--- src/rtl/instr_fetch.sv ---
// Instruction fetch unit: PC register, single-outstanding imem port and a small
// decode buffer. Optional misaligned-redirect trap under `MISALIGN_TRAP_EN`.
module instr_fetch #(
    parameter logic [31:0] RESET_PC  = 32'h0000_0000,
    parameter int unsigned BUF_DEPTH = 2
) (
    input  logic        clk,
    input  logic        rst,
    output logic        imem_req,
    output logic [31:0] imem_addr,
    input  logic        imem_gnt,
    input  logic        imem_rvalid,
    input  logic [31:0] imem_rdata,
    input  logic        PCSrc,
    input  logic [31:0] PCTarget,
    input  logic        id_ready,
    output logic        id_valid,
    output logic [31:0] instr,
    output logic [6:0]  op,
    output logic [2:0]  funct3,
    output logic        funct7,
    output logic [31:0] pc,
    output logic [31:0] pc_plus4
`ifdef MISALIGN_TRAP_EN
    ,
    output logic        misalign_err
`endif
);

    localparam int unsigned AW       = $clog2(BUF_DEPTH);
    localparam logic [AW:0] FULL_CNT = (AW+1)'(BUF_DEPTH);
    localparam logic [31:0] NOP      = 32'h0000_0013;

    localparam logic [2:0] IDLE  = 3'd0;
    localparam logic [2:0] REQ   = 3'd1;
    localparam logic [2:0] WAIT  = 3'd2;
    localparam logic [2:0] FLUSH = 3'd3;
`ifdef MISALIGN_TRAP_EN
    localparam logic [2:0] HALT  = 3'd4;
`endif

    logic [2:0]    state, state_nxt;
    logic [31:0]   fetch_pc, fetch_pc_nxt;
    logic [31:0]   req_pc;
    logic [31:0]   buf_instr [BUF_DEPTH];
    logic [31:0]   buf_pc    [BUF_DEPTH];
    logic [AW-1:0] rd_ptr, wr_ptr;
    logic [AW:0]   count;
    logic [31:0]   last_instr, last_pc;
    logic          full, empty, grant, push, pop, redirect;

    assign full      = (count == FULL_CNT);
    assign empty     = (count == '0);
    // In REQ nothing is in flight, so the free-slot credit reduces to "not full".
    assign imem_req  = (state == REQ) && !full;
    assign imem_addr = {fetch_pc[31:2], 2'b00};
    assign grant     = imem_req && imem_gnt;
    assign pop       = id_valid && id_ready;

`ifdef MISALIGN_TRAP_EN
    logic misalign;
    assign misalign = (PCTarget[1:0] != 2'b00);
    assign redirect = PCSrc && (state != HALT);
`else
    logic unused_tgt_bits;
    assign unused_tgt_bits = ^PCTarget[1:0];
    assign redirect        = PCSrc;
`endif

    // A response landing in the same cycle as a redirect is simply dropped.
    assign push = (state == WAIT) && imem_rvalid && !redirect;

    always_comb begin
        state_nxt    = state;
        fetch_pc_nxt = fetch_pc;
        case (state)
            IDLE: state_nxt = REQ;
            REQ: begin
                if (grant) begin
                    state_nxt    = WAIT;
                    fetch_pc_nxt = fetch_pc + 32'd4;
                end
            end
            WAIT, FLUSH: begin
                if (imem_rvalid) state_nxt = REQ;
            end
`ifdef MISALIGN_TRAP_EN
            HALT: state_nxt = HALT;
`endif
            default: state_nxt = IDLE;
        endcase
        if (redirect) begin
            fetch_pc_nxt = {PCTarget[31:2], 2'b00};
            // Only go to FLUSH if a response is still owed after this edge.
            if (grant || (((state == WAIT) || (state == FLUSH)) && !imem_rvalid))
                state_nxt = FLUSH;
            else
                state_nxt = REQ;
`ifdef MISALIGN_TRAP_EN
            if (misalign) state_nxt = HALT;
`endif
        end
    end

    always_ff @(posedge clk or posedge rst) begin
        if (rst) begin
            state    <= IDLE;
            fetch_pc <= RESET_PC;
            req_pc   <= RESET_PC;
        end else begin
            state    <= state_nxt;
            fetch_pc <= fetch_pc_nxt;
            if (grant) req_pc <= imem_addr;
        end
    end

`ifdef MISALIGN_TRAP_EN
    always_ff @(posedge clk or posedge rst) begin
        if (rst)                        misalign_err <= 1'b0;
        else if (redirect && misalign)  misalign_err <= 1'b1;
    end
`endif

    always_ff @(posedge clk or posedge rst) begin
        if (rst) begin
            rd_ptr     <= '0;
            wr_ptr     <= '0;
            count      <= '0;
            last_instr <= NOP;
            last_pc    <= RESET_PC;
        end else begin
            if (pop) begin
                last_instr <= buf_instr[rd_ptr];
                last_pc    <= buf_pc[rd_ptr];
            end
            if (redirect) begin
                rd_ptr <= '0;
                wr_ptr <= '0;
                count  <= '0;
            end else begin
                if (push) wr_ptr <= wr_ptr + 1'b1;
                if (pop)  rd_ptr <= rd_ptr + 1'b1;
                case ({push, pop})
                    2'b10:   count <= count + 1'b1;
                    2'b01:   count <= count - 1'b1;
                    default: count <= count;
                endcase
            end
        end
    end

    always_ff @(posedge clk) begin
        if (push) begin
            buf_instr[wr_ptr] <= imem_rdata;
            buf_pc[wr_ptr]    <= req_pc;
        end
    end

    // When empty the outputs hold the last consumed entry.
    assign id_valid = !empty;
    assign instr    = empty ? last_instr : buf_instr[rd_ptr];
    assign pc       = empty ? last_pc    : buf_pc[rd_ptr];
    assign op       = instr[6:0];
    assign funct3   = instr[14:12];
    assign funct7   = instr[30];
    assign pc_plus4 = pc + 32'd4;

endmodule

--- config.mk ---
export PLATFORM = sky130hd
export DESIGN_NAME = instr_fetch
export DESIGN_NICKNAME = d
export VERILOG_FILES = /design/src/rtl/instr_fetch.sv
export SDC_FILE = /design/constraint.sdc
export NUM_CORES = 1
export LEC_CHECK = 0
export BUFFER_PORTS_ARGS = -buffer_cell sky130_fd_sc_hd__buf_2
export CORE_AREA = 2 2 144 181
export CTS_CLUSTER_DIAMETER = 40
export DETAILED_ROUTE_END_ITERATION = 10
export DIE_AREA = 0 0 146 183
export PLACE_DENSITY = 0.7
export SLEW_MARGIN = 15
export SYNTH_ARGS = -nofsm -noshare
export SYNTH_HDL_FRONTEND = slang
export SYNTH_SLANG_ARGS = --single-unit
--- constraint.sdc ---
create_clock -name clk -period 6.6 [get_ports clk]
set_input_delay 1.32 -clock clk [delete_from_list [all_inputs] [get_ports clk]]
set_output_delay 1.32 -clock clk [all_outputs]
set_load 0.05 [all_outputs]
==> impl_results.md, run 1 <==
- Outcome: finished clean
- P_leak: 5.70 nW
- Area growth, synth to finish: 20.8%
- Dpl cells: 1,479
- Area of the multi-input gates: 3770 µm²
- Sequential fraction of the synthesis area: 62.5%
- Cts repair resizes: 0
- RSZ-0062 raised after global routing: no
- WL final: 25,000 µm
- Via count: 7,752
- Initial core utilization: 44.3%
- Stages on the worst setup path: 11
- Final Hold Fails: 0
- Fin cells: 1,536
- Die area: 26,700 µm²
- CP Data Arrival Time: 4.22 ns
- YS warnings: 0
- Post-synth cell types: 45
- R2R cell count: 8
- Worst min path class: reg -> reg
- Layout Skew: 0.0214 ns
- Reg clk slew, reported paths: 0.06 ns
- Crit share post-route: 83.9%
- Predominant post-synthesis flop cell: dfrtp_1
- Routed Antenna Nets: 0
- Global-route wire length before repair: 39,800 µm
- Synth area leader: edfxtp_1
- Commonest cells in the netlist: 200 x nand2_1, 125 x dfrtp_1, 124 x edfxtp_1, 94 x o21ai_0, 63 x mux2i_1
- CTS tree: yes
- CP endpoint kind: output port
- Area contributors post-synth: edfxtp_1 34%, dfrtp_1 28%, nand2_1 6.8%, mux2i_1 5.7%, o21ai_0 4.2%
- Hold Path Cell Cnt: 0
- Layout cells sized above 1: 24.0%
- Clock sinks: 252
- Post-synthesis cell count: 994
- Power per cell area: 469 nW/µm²
- Overflow after GRT: 0
- Die height: 183 µm
- Crit-path max cell delay: 0.97 ns
- H-Tree Depth: 1
- CP Max Fanout: 42
- Async SR Flop Fraction: 50.8%
- CP Launch Type: register
- Initial DRC count: 351
- Final Critical Period: 5.54 ns
- DIE WIDTH: 146 µm
- Initial antenna violation count: 0
- Final Slew Violations: 0
- Critical path buffers and inverters: 3
- Critical-path cell list: mux2i_1 > a21o_1 > inv_1 > ha_1 > inv_1 > a211oi_1 > and4_1 > nand4_1 > nor3_1 > xnor2_1 > buf_2
- Rows: 65
- Reg area: 6930 µm²
- Total GRT Usage: 18.5%
- Worst Path Required: 5.28 ns
- Mapped cell area: 11,100 µm²
- Fin util: 53.5%
- Root Driver: clkbuf_16
- Number of setup violations in the final report: 0
- Post-synthesis register bit count: 252
- Vias per cell: 5.05
- Top cell type's share of synthesized area: 33.6%
- Post-CTS setup buffers: 0
- CP top delay family: flip-flops
- Number of I/O pins: 211
- Count leader, synth: nand2_1
- Max_slew headroom: 44.8%
- Syn_area_per_cell: 11.2 µm²
- Setup CP Type: reg -> out
- Vias in the first global route: 7,675
- Hold buffer count at cts: 0
- Largest net degree at the start of global routing: 90
- IR drop worst, VDD: 0.234 mV
- Hpwl dp: 16,500 µm
- Fillers: 2,296
- Routability Congestion: 0.811
- Maximum capacitance violations: 0
- Clk_lat worst skew: 0.55 ns
- Max Clock Freq: 181 MHz
- CP dominant cell by count: inv_1
- Clk buf depth: 3
- WL/cell: 16.3 µm
- Worst slew pin tran: 0.829 ns
- CP max stage cell: dfrtp_4
- ANT cells: 0
- Nets: 1,249
- DRC Markers: 0
- Core area: 25,000 µm²
- DRT Pass-1 Iters: 5
- IO buf count: 202
- EDFF count, synth: 124
- TNS Setup: 0 ns
- CTS Buf Count: 31
-- layout make-up --
cell class / instances / area share, %
Inverter: 25 / 0.738
Clock inverter: 19 / 1.85
Timing Repair Buffer: 215 / 8.27
Tap cell: 335 / 3.13
Multi-Input combinational cell: 652 / 28.1
Clock buffer: 38 / 6.14
Sequential cell: 252 / 51.8
-- report_power, final --
group | switching, mW | leakage, nW | internal, mW
Clock | 0.673 | 0.520 | 1.06
Combinational | 1.89 | 2.45 | 0.553
Sequential | 0.173 | 2.72 | 1.94
-- per-stage QoR --
step | setup slack [ns] | hold WS [ns] | power, mW | area, µm²
after floorplan | 0.0466 | 0.442 | 4.07 | 11100
after global placement | 1.67 | 0.449 | 4.55 | 12300
after detailed placement | 1.63 | 0.458 | 4.59 | 12300
after CTS | 1.03 | 0.470 | 6.34 | 13400
final | 1.06 | 0.468 | 6.29 | 13400
after global routing | 0.798 | 0.483 | 6.58 | 13400
-- state kept, by name, indices dropped and copies added, names as in the netlist, 2 cells and up --
register	cells
buf_instr	64
buf_pc	60
count	2
fetch_pc	30
last_instr	32
last_pc	30
req_pc	30
state	2
-- layer usage --
| layer | track usage, % | share of wire [%] | up-vias |
|---|---|---|---|
| met5 | 0 | 0 | - |
| li1 | - | - | 3789 |
| met2 | 33.1 | 50 | 214 |
| met3 | 2.56 | 5.6 | 41 |
| met4 | 6.64 | 3.0 | 0 |
| met1 | 23.0 | 42 | 3708 |
-- final timing paths --
check                                       from                       end  slack, ns
hold / removal             req_pc[7]$_DFFE_PP0P_    buf_pc[1][5]$_DFFE_PP_       0.47
min in group asynchronous                    rst  fetch_pc[27]$_DFFE_PP0P_       0.86
max in group asynchronous                    rst        rd_ptr$_DFFE_PP0P_       4.35
setup / recovery              rd_ptr$_DFFE_PP0P_              pc_plus4[22]       1.06
setup reg to reg            count[1]$_DFFE_PP0P_  fetch_pc[22]$_DFFE_PP0P_       4.10
hold reg to reg            req_pc[7]$_DFFE_PP0P_    buf_pc[1][5]$_DFFE_PP_       0.47
-- kinds of logic (layout without fill, tap and decap cells) --
logic type	count (synthesis)	in the layout	share of synthesized area (%)
compound gates	162	162	8.01
xor+xnor	61	61	4.82
fa+ha+maj	2	2	0.226
buf+inv	95	297	4.22
flops	252	252	62.5
mux	64	64	5.79
other cells	1	6	0.0338
simple gates	357	357	14.4
-- layout by cell type, fill, tap and decap left out, drive strengths merged, types with 33 or more instances in the layout --
master	count
buf	215
nand2	200
dfrtp	125
edfxtp	124
o21ai	95
mux2i	63
nor2	53
nor3	47
a21oi	45
clkbuf	38
xnor2	33
Power figures use the tool's default switching activity.
==> inputs of run 2 (changes only) <==
--- a/config.mk
+++ b/config.mk
@@ -10,7 +10,7 @@
 export CTS_CLUSTER_DIAMETER = 40
 export DETAILED_ROUTE_END_ITERATION = 10
 export DIE_AREA = 0 0 146 183
-export PLACE_DENSITY = 0.7
+export PLACE_DENSITY = 0.73
 export SLEW_MARGIN = 15
 export SYNTH_ARGS = -nofsm -noshare
 export SYNTH_HDL_FRONTEND = slang
==> constraint.sdc (replaced) <==
create_clock -name clk -period 4.6 [get_ports clk]
set_input_delay 0.92 -clock clk [delete_from_list [all_inputs] [get_ports clk]]
set_output_delay 0.92 -clock clk [all_outputs]
set_load 0.05 [all_outputs]
==> run 2 against run 1 <==
Compared with the run above: cell count increased by 0.33%; via count grew 0.32%; critical endpoint is now pc_plus4[28]; first-iteration DRC count increased by 20%.
==> impl_results.md, run 2 (same netlist as run 1, synthesis figures left out) <==
- Number of I/O pins: 211
- Biggest regs: buf_instr: 64 flops, buf_pc: 60 flops, last_instr: 32 flops
- Outcome: finished clean
- CTS Buf Count: 30
- Worst min path class: reg -> reg
- Internal cell power: 5.04 mW
- Net Switching: 3.97 mW
- Most frequent cells in the layout: 199 x nand2_1, 197 x buf_2, 124 x edfxtp_1, 123 x dfrtp_1, 94 x o21ai_0
- Layout cells sized above 1: 24.5%
- Final Instance Area: 13,500 µm²
- Sw frac: 44.0%
- Via count: 7,777
- Clk network pwr share: 26.2%
- H-Tree Depth: 1
- Initial antenna violation count: 0
- Top reg by flops: buf_instr
- Largest net degree at the start of global routing: 127
- R2r setup slk: 1.97 ns
- DRT Pass-1 Iters: 5
- Clk buf depth: 3
- Die area: 26,700 µm²
- Routed Antenna Nets: 0
- Vias in the first global route: 7,718
- Vias per cell: 5.05
- ANT cells: 0
- Overflow after GRT: 0
- Hold wc startpoint: req_pc[14]$_DFFE_PP0P_
- Setup CP Type: reg -> out
- Number of setup violations in the final report: 0
- Power per cell area: 667 nW/µm²
- Max_slew headroom: 37.9%
- Hold buffer count at cts: 0
- DRC Markers: 0
- Clk_lat worst skew: 0.55 ns
- CP top delay family: simple AND/OR/NAND/NOR gates
- CP dominant cell by count: inv_1
- Fillers: 2,227
- Hpwl dp: 17,100 µm
- Endpoint, Worst Hold: buf_pc[1][12]$_DFFE_PP_
- Final Slew Violations: 0
- Critical-path cell list: or2_4 > a21o_1 > inv_1 > ha_1 > inv_1 > a211oi_2 > and4_1 > nand4_1 > buf_4 > nor3_1 > xor2_1 > buf_12
- Critical path buffers and inverters: 4
- WL/cell: 16.5 µm
- Crit share post-route: 95.7%
- Final Critical Period: 4.40 ns
- RSZ-0062 raised after global routing: no
- Worst Path Required: 3.68 ns
- WL final: 25,400 µm
- R2R cell count: 7
- RR Endpoint: fetch_pc[22]$_DFFE_PP0P_
- CP Data Arrival Time: 3.48 ns
- Reg clk slew, reported paths: 0.06 ns
- Total GRT Usage: 18.7%
- Combinational power share: 40.1%
- Worst slew pin tran: 0.930 ns
- Clock sinks: 252
- Max reg flops: 64
- Initial DRC count: 421
- Die height: 183 µm
- CP endpoint kind: output port
- Routability Congestion: 0.844
- Rows: 65
- Global-route wire length before repair: 40,400 µm
- P_leak: 5.71 nW
- Maximum capacitance violations: 0
- Crit-path max cell delay: 0.50 ns
- Most common cell after layout, fill and taps aside: nand2_1
- Core area: 25,000 µm²
- CP Max Fanout: 13
- FF-to-FF Start: count[1]$_DFFE_PP0P_
- Layout Skew: 0.0195 ns
- Post-DP Area: 12,400 µm²
- DIE WIDTH: 146 µm
- Flop pwr share: 33.7%
- Final Hold Fails: 0
- Hold Path Cell Cnt: 0
- Max Clock Freq: 227 MHz
- TNS Setup: 0 ns
- Area growth, synth to finish: 21.8%
- CP max stage cell: dfrtp_1
- Root Driver: clkbuf_16
- CTS tree: yes
- IO buf count: 202
- Worst hold slack: 0.472 ns
- Nets: 1,254
- IR drop worst, VDD: 0.389 mV
- Initial core utilization: 44.3%
- CP Launch Type: register
==> run 2: cell types whose count changed in the layout (fill, tap and decap cells not counted), moves of 2 or more <==
cell      before  now
a21oi_1       42   39
a21oi_2        2    5
buf_12         0    4
buf_2        202  197
buf_4         13   16
buf_6          0    3
clkbuf_8       2    0
clkinv_1       0    5
clkinv_2       5    1
clkinv_4       2    4
inv_8          1    3
==> run 2: cell type report <==
| type | instances | area [µm²] | area share, % |
|---|---|---|---|
| flip-flops and latches | 252 | 6940 | 51.4 |
| multi-input cells | 652 | 3810 | 28.2 |
| repair buffers | 221 | 1230 | 9.09 |
| clock buffers | 34 | 766 | 5.67 |
| well taps | 335 | 419 | 3.10 |
| clock inverters | 22 | 248 | 1.83 |
| inverters | 25 | 98.8 | 0.732 |
==> run 2: metal layers <==
| metal | global-route usage, % | part of all wire (%) | up-vias |
|---|---|---|---|
| met4 | 7.11 | 3.6 | 0 |
| met2 | 33.2 | 49 | 223 |
| met1 | 23.4 | 42 | 3697 |
| li1 | - | - | 3806 |
| met3 | 2.61 | 5.2 | 51 |
| met5 | 0 | 0 | - |
==> run 2: worst register-to-register path, cell delays in order, from the launching register on <==
cell and delay (ns):
dfrtp_1 0.50, buf_4 0.27, inv_1 0.18, o2111ai_4 0.32
nor3_1 0.75, nand4_1 0.21, xor2_1 0.18, o21ai_0 0.13
==> run 2: timing repair <==
action                     4_1_cts  5_1_grt
resized for setup                2        9
setup buffers                    1        1
setup endpoints to repair        6        9
pin swaps                        1        0
==> run 2: worst max path at each step <==
stage,start,to,cells after the start
after floorplan,count[0]$_DFFE_PP0P_,pc_plus4[28],12
after global placement,count[0]$_DFFE_PP0P_,pc_plus4[28],11
after detailed placement,count[0]$_DFFE_PP0P_,pc_plus4[28],11
after CTS,rd_ptr$_DFFE_PP0P_,pc_plus4[31],9
after global routing,count[1]$_DFFE_PP0P_,pc_plus4[28],12
final,count[1]$_DFFE_PP0P_,pc_plus4[28],12
==> run 2: stage by stage <==
step	cells	power (mW)	utilization [%]	setup WS, ns
floorplan	999	5.84	-	0.0327
global placement	1483	6.60	49.6	0.441
detailed placement	1483	6.67	49.6	0.380
CTS	1540	9.06	53.7	0.00941
global route	1541	9.42	53.9	0.0108
finish	1541	9.01	53.9	0.198
==> run 2: power groups by stage <==
stage	clock (mW)	sequential, mW	combinational [mW]
after CTS	2.41	3.03	3.61
after floorplan	0	3.09	2.75
after detailed placement	0	3.07	3.60
after global placement	0	3.05	3.55
final	2.36	3.03	3.62
after global routing	2.51	3.08	3.82
==> inputs of run 3 (changes only) <==
--- a/config.mk
+++ b/config.mk
@@ -6,10 +6,10 @@
 export NUM_CORES = 1
 export LEC_CHECK = 0
 export BUFFER_PORTS_ARGS = -buffer_cell sky130_fd_sc_hd__buf_2
-export CORE_AREA = 2 2 144 181
+export CORE_AREA = 10 10 152 189
 export CTS_CLUSTER_DIAMETER = 40
 export DETAILED_ROUTE_END_ITERATION = 10
-export DIE_AREA = 0 0 146 183
+export DIE_AREA = 0 0 162 199
 export PLACE_DENSITY = 0.73
 export SLEW_MARGIN = 15
 export SYNTH_ARGS = -nofsm -noshare
==> run 3 against run 2 <==
Compared with the run above: die area is 21% higher; routed wire length grew 6.0%; combinational power grew 1%; non-clock buffer count grew 2; flip-flop and latch count unchanged.
==> impl_results.md, run 3 (same netlist as run 1, synthesis figures left out) <==
- CP endpoint kind: output port
- Reg clk slew, reported paths: 0.06 ns
- Hpwl dp: 18,700 µm
- WL/cell: 17.5 µm
- Number of setup violations in the final report: 0
- Most common cell after layout, fill and taps aside: nand2_1
- DRC Markers: 0
- Fin util: 53.9%
- Net Switching: 3.95 mW
- Die area: 32,200 µm²
- Final Critical Period: 4.46 ns
- Rows: 65
- Biggest regs: buf_instr: 64 flops, buf_pc: 60 flops, last_instr: 32 flops
- Fin worst setup slack: 0.142 ns
- Via count: 7,879
- Final Slew Violations: 0
- CP Launch Type: register
- Overflow after GRT: 0
- Vias in the first global route: 8,017
- Worst Path Required: 3.68 ns
- Layout Skew: 0.00756 ns
- IO buf count: 202
- Core area: 25,000 µm²
- Total power: 9.01 mW
- Combinational power share: 40.8%
- Total GRT Usage: 16.3%
- Flop pwr share: 33.7%
- CP Data Arrival Time: 3.54 ns
- Worst min path class: reg -> reg
- CTS Buf Count: 29
- Die height: 199 µm
- Clk_lat worst skew: 0.53 ns
- Maximum capacitance violations: 0
- Layout cells sized above 1: 24.3%
- Fillers: 2,216
- DRT Pass-1 Iters: 5
- Root Driver: clkbuf_16
- Worst slew pin tran: 1.01 ns
- Initial antenna violation count: 0
- Setup CP Type: reg -> out
- Worst hold slack: 0.464 ns
- Max Clock Freq: 224 MHz
- P_leak: 5.71 nW
- Vias per cell: 5.12
- Top reg by flops: buf_instr
- Internal cell power: 5.06 mW
- Number of I/O pins: 211
- ANT cells: 0
- Nets: 1,255
- Hold buffer count at cts: 0
- Max_slew headroom: 32.8%
- Routability Congestion: 0.817
- Largest net degree at the start of global routing: 127
- Clock sinks: 252
- Pre-CTS setup slack: 0.344 ns
- RSZ-0062 raised after global routing: no
- Crit share post-route: 96.9%
- Final Hold Fails: 0
- Global-route wire length before repair: 42,700 µm
- IR drop worst, VDD: 0.363 mV
- Outcome: finished clean
- H-Tree Depth: 1
- Power per cell area: 667 nW/µm²
- Clk buf depth: 3
- CP Max Fanout: 22
- TNS Setup: 0 ns
- Initial core utilization: 44.3%
- Area growth, synth to finish: 21.8%
- Routed Antenna Nets: 0
- DIE WIDTH: 162 µm
- Max reg flops: 64
- Sw frac: 43.8%
- Clk network pwr share: 25.5%
- WL final: 27,000 µm
- Most frequent cells in the layout: 199 x nand2_1, 196 x buf_2, 124 x edfxtp_1, 124 x dfrtp_1, 94 x o21ai_0
- Initial DRC count: 447
- CTS tree: yes
==> run 3: cell types whose count changed in the layout (fill, tap and decap cells not counted), moves of 3 or more <==
| cell | change |
|---|---|
| buf_4 | +4 |
| clkbuf_8 | +4 |
| clkinv_4 | -4 |
| a21oi_1 | +3 |
| a21oi_2 | -3 |
| buf_6 | -3 |
| clkinvlp_4 | +3 |
==> run 3: repair_timing <==
action,CTS,global route
pin swaps,0,2
resized for setup,1,6
endpoints found under the setup margin,5,9
setup buffers,1,5
==> run 3: area by class of cell <==
type                       count  area [µm²]  share of cell area [%]
clock inverter                15         176                    1.31
clock buffer                  37         796                    5.89
tap                          335         419                    3.10
sequential                   252        6930                    51.3
timing repair buffer         223        1270                    9.38
multi-input combinational    652        3810                    28.2
inverter                      25        98.8                   0.732
==> run 3: power groups by stage <==
stage / combinational [mW] / clock [mW] / sequential [mW]
4_1_cts: 3.68 / 2.35 / 3.04
3_5_place_dp: 3.67 / 0 / 3.08
5_1_grt: 3.90 / 2.44 / 3.09
6_report: 3.67 / 2.30 / 3.04
3_3_place_gp: 3.63 / 0 / 3.05
2_1_floorplan: 2.75 / 0 / 3.09
==> run 3: path summary, 6_finish.rpt <==
path,from,end,slack (ns),cells past startpoint
worst max register to register,count[0]$_DFFE_PP0P_,fetch_pc[20]$_DFFE_PP0P_,1.93,6
worst max-delay path,count[1]$_DFFE_PP0P_,pc_plus4[24],0.14,12
worst min-delay path,req_pc[7]$_DFFE_PP0P_,buf_pc[1][5]$_DFFE_PP_,0.46,0
max in group asynchronous,rst,fetch_pc[26]$_DFFE_PP0P_,3.19,3
min in group asynchronous,rst,fetch_pc[28]$_DFFE_PP0P_,0.52,2
worst min register to register,req_pc[7]$_DFFE_PP0P_,buf_pc[1][5]$_DFFE_PP_,0.46,0
==> run 3: routing by layer <==
metal | up-vias | GRT usage (%) | wire, µm
met1 | 3791 | 19.5 | 11200
met3 | 51 | 3.76 | 1640
met2 | 230 | 28.1 | 13300
met4 | 0 | 5.94 | 833
li1 | 3807 | - | -
met5 | - | 0 | 0
==> run 3: per-stage QoR <==
stage	cell area, µm²	cells
floorplan	11100	999
global placement	12400	1481
detailed placement	12400	1481
CTS	13400	1534
global route	13500	1539
finish	13500	1539
==> run 3: worst max-delay path: stages (launching register included) <==
cell and delay (ns):
dfrtp_1 0.51, or2_4 0.42, a21o_1 0.27, inv_1 0.10
ha_1 0.14, inv_1 0.08, a211oi_4 0.25, and4_1 0.22
nand4_1 0.21, buf_4 0.24, nor3_1 0.17, xnor2_1 0.20
buf_12 0.18
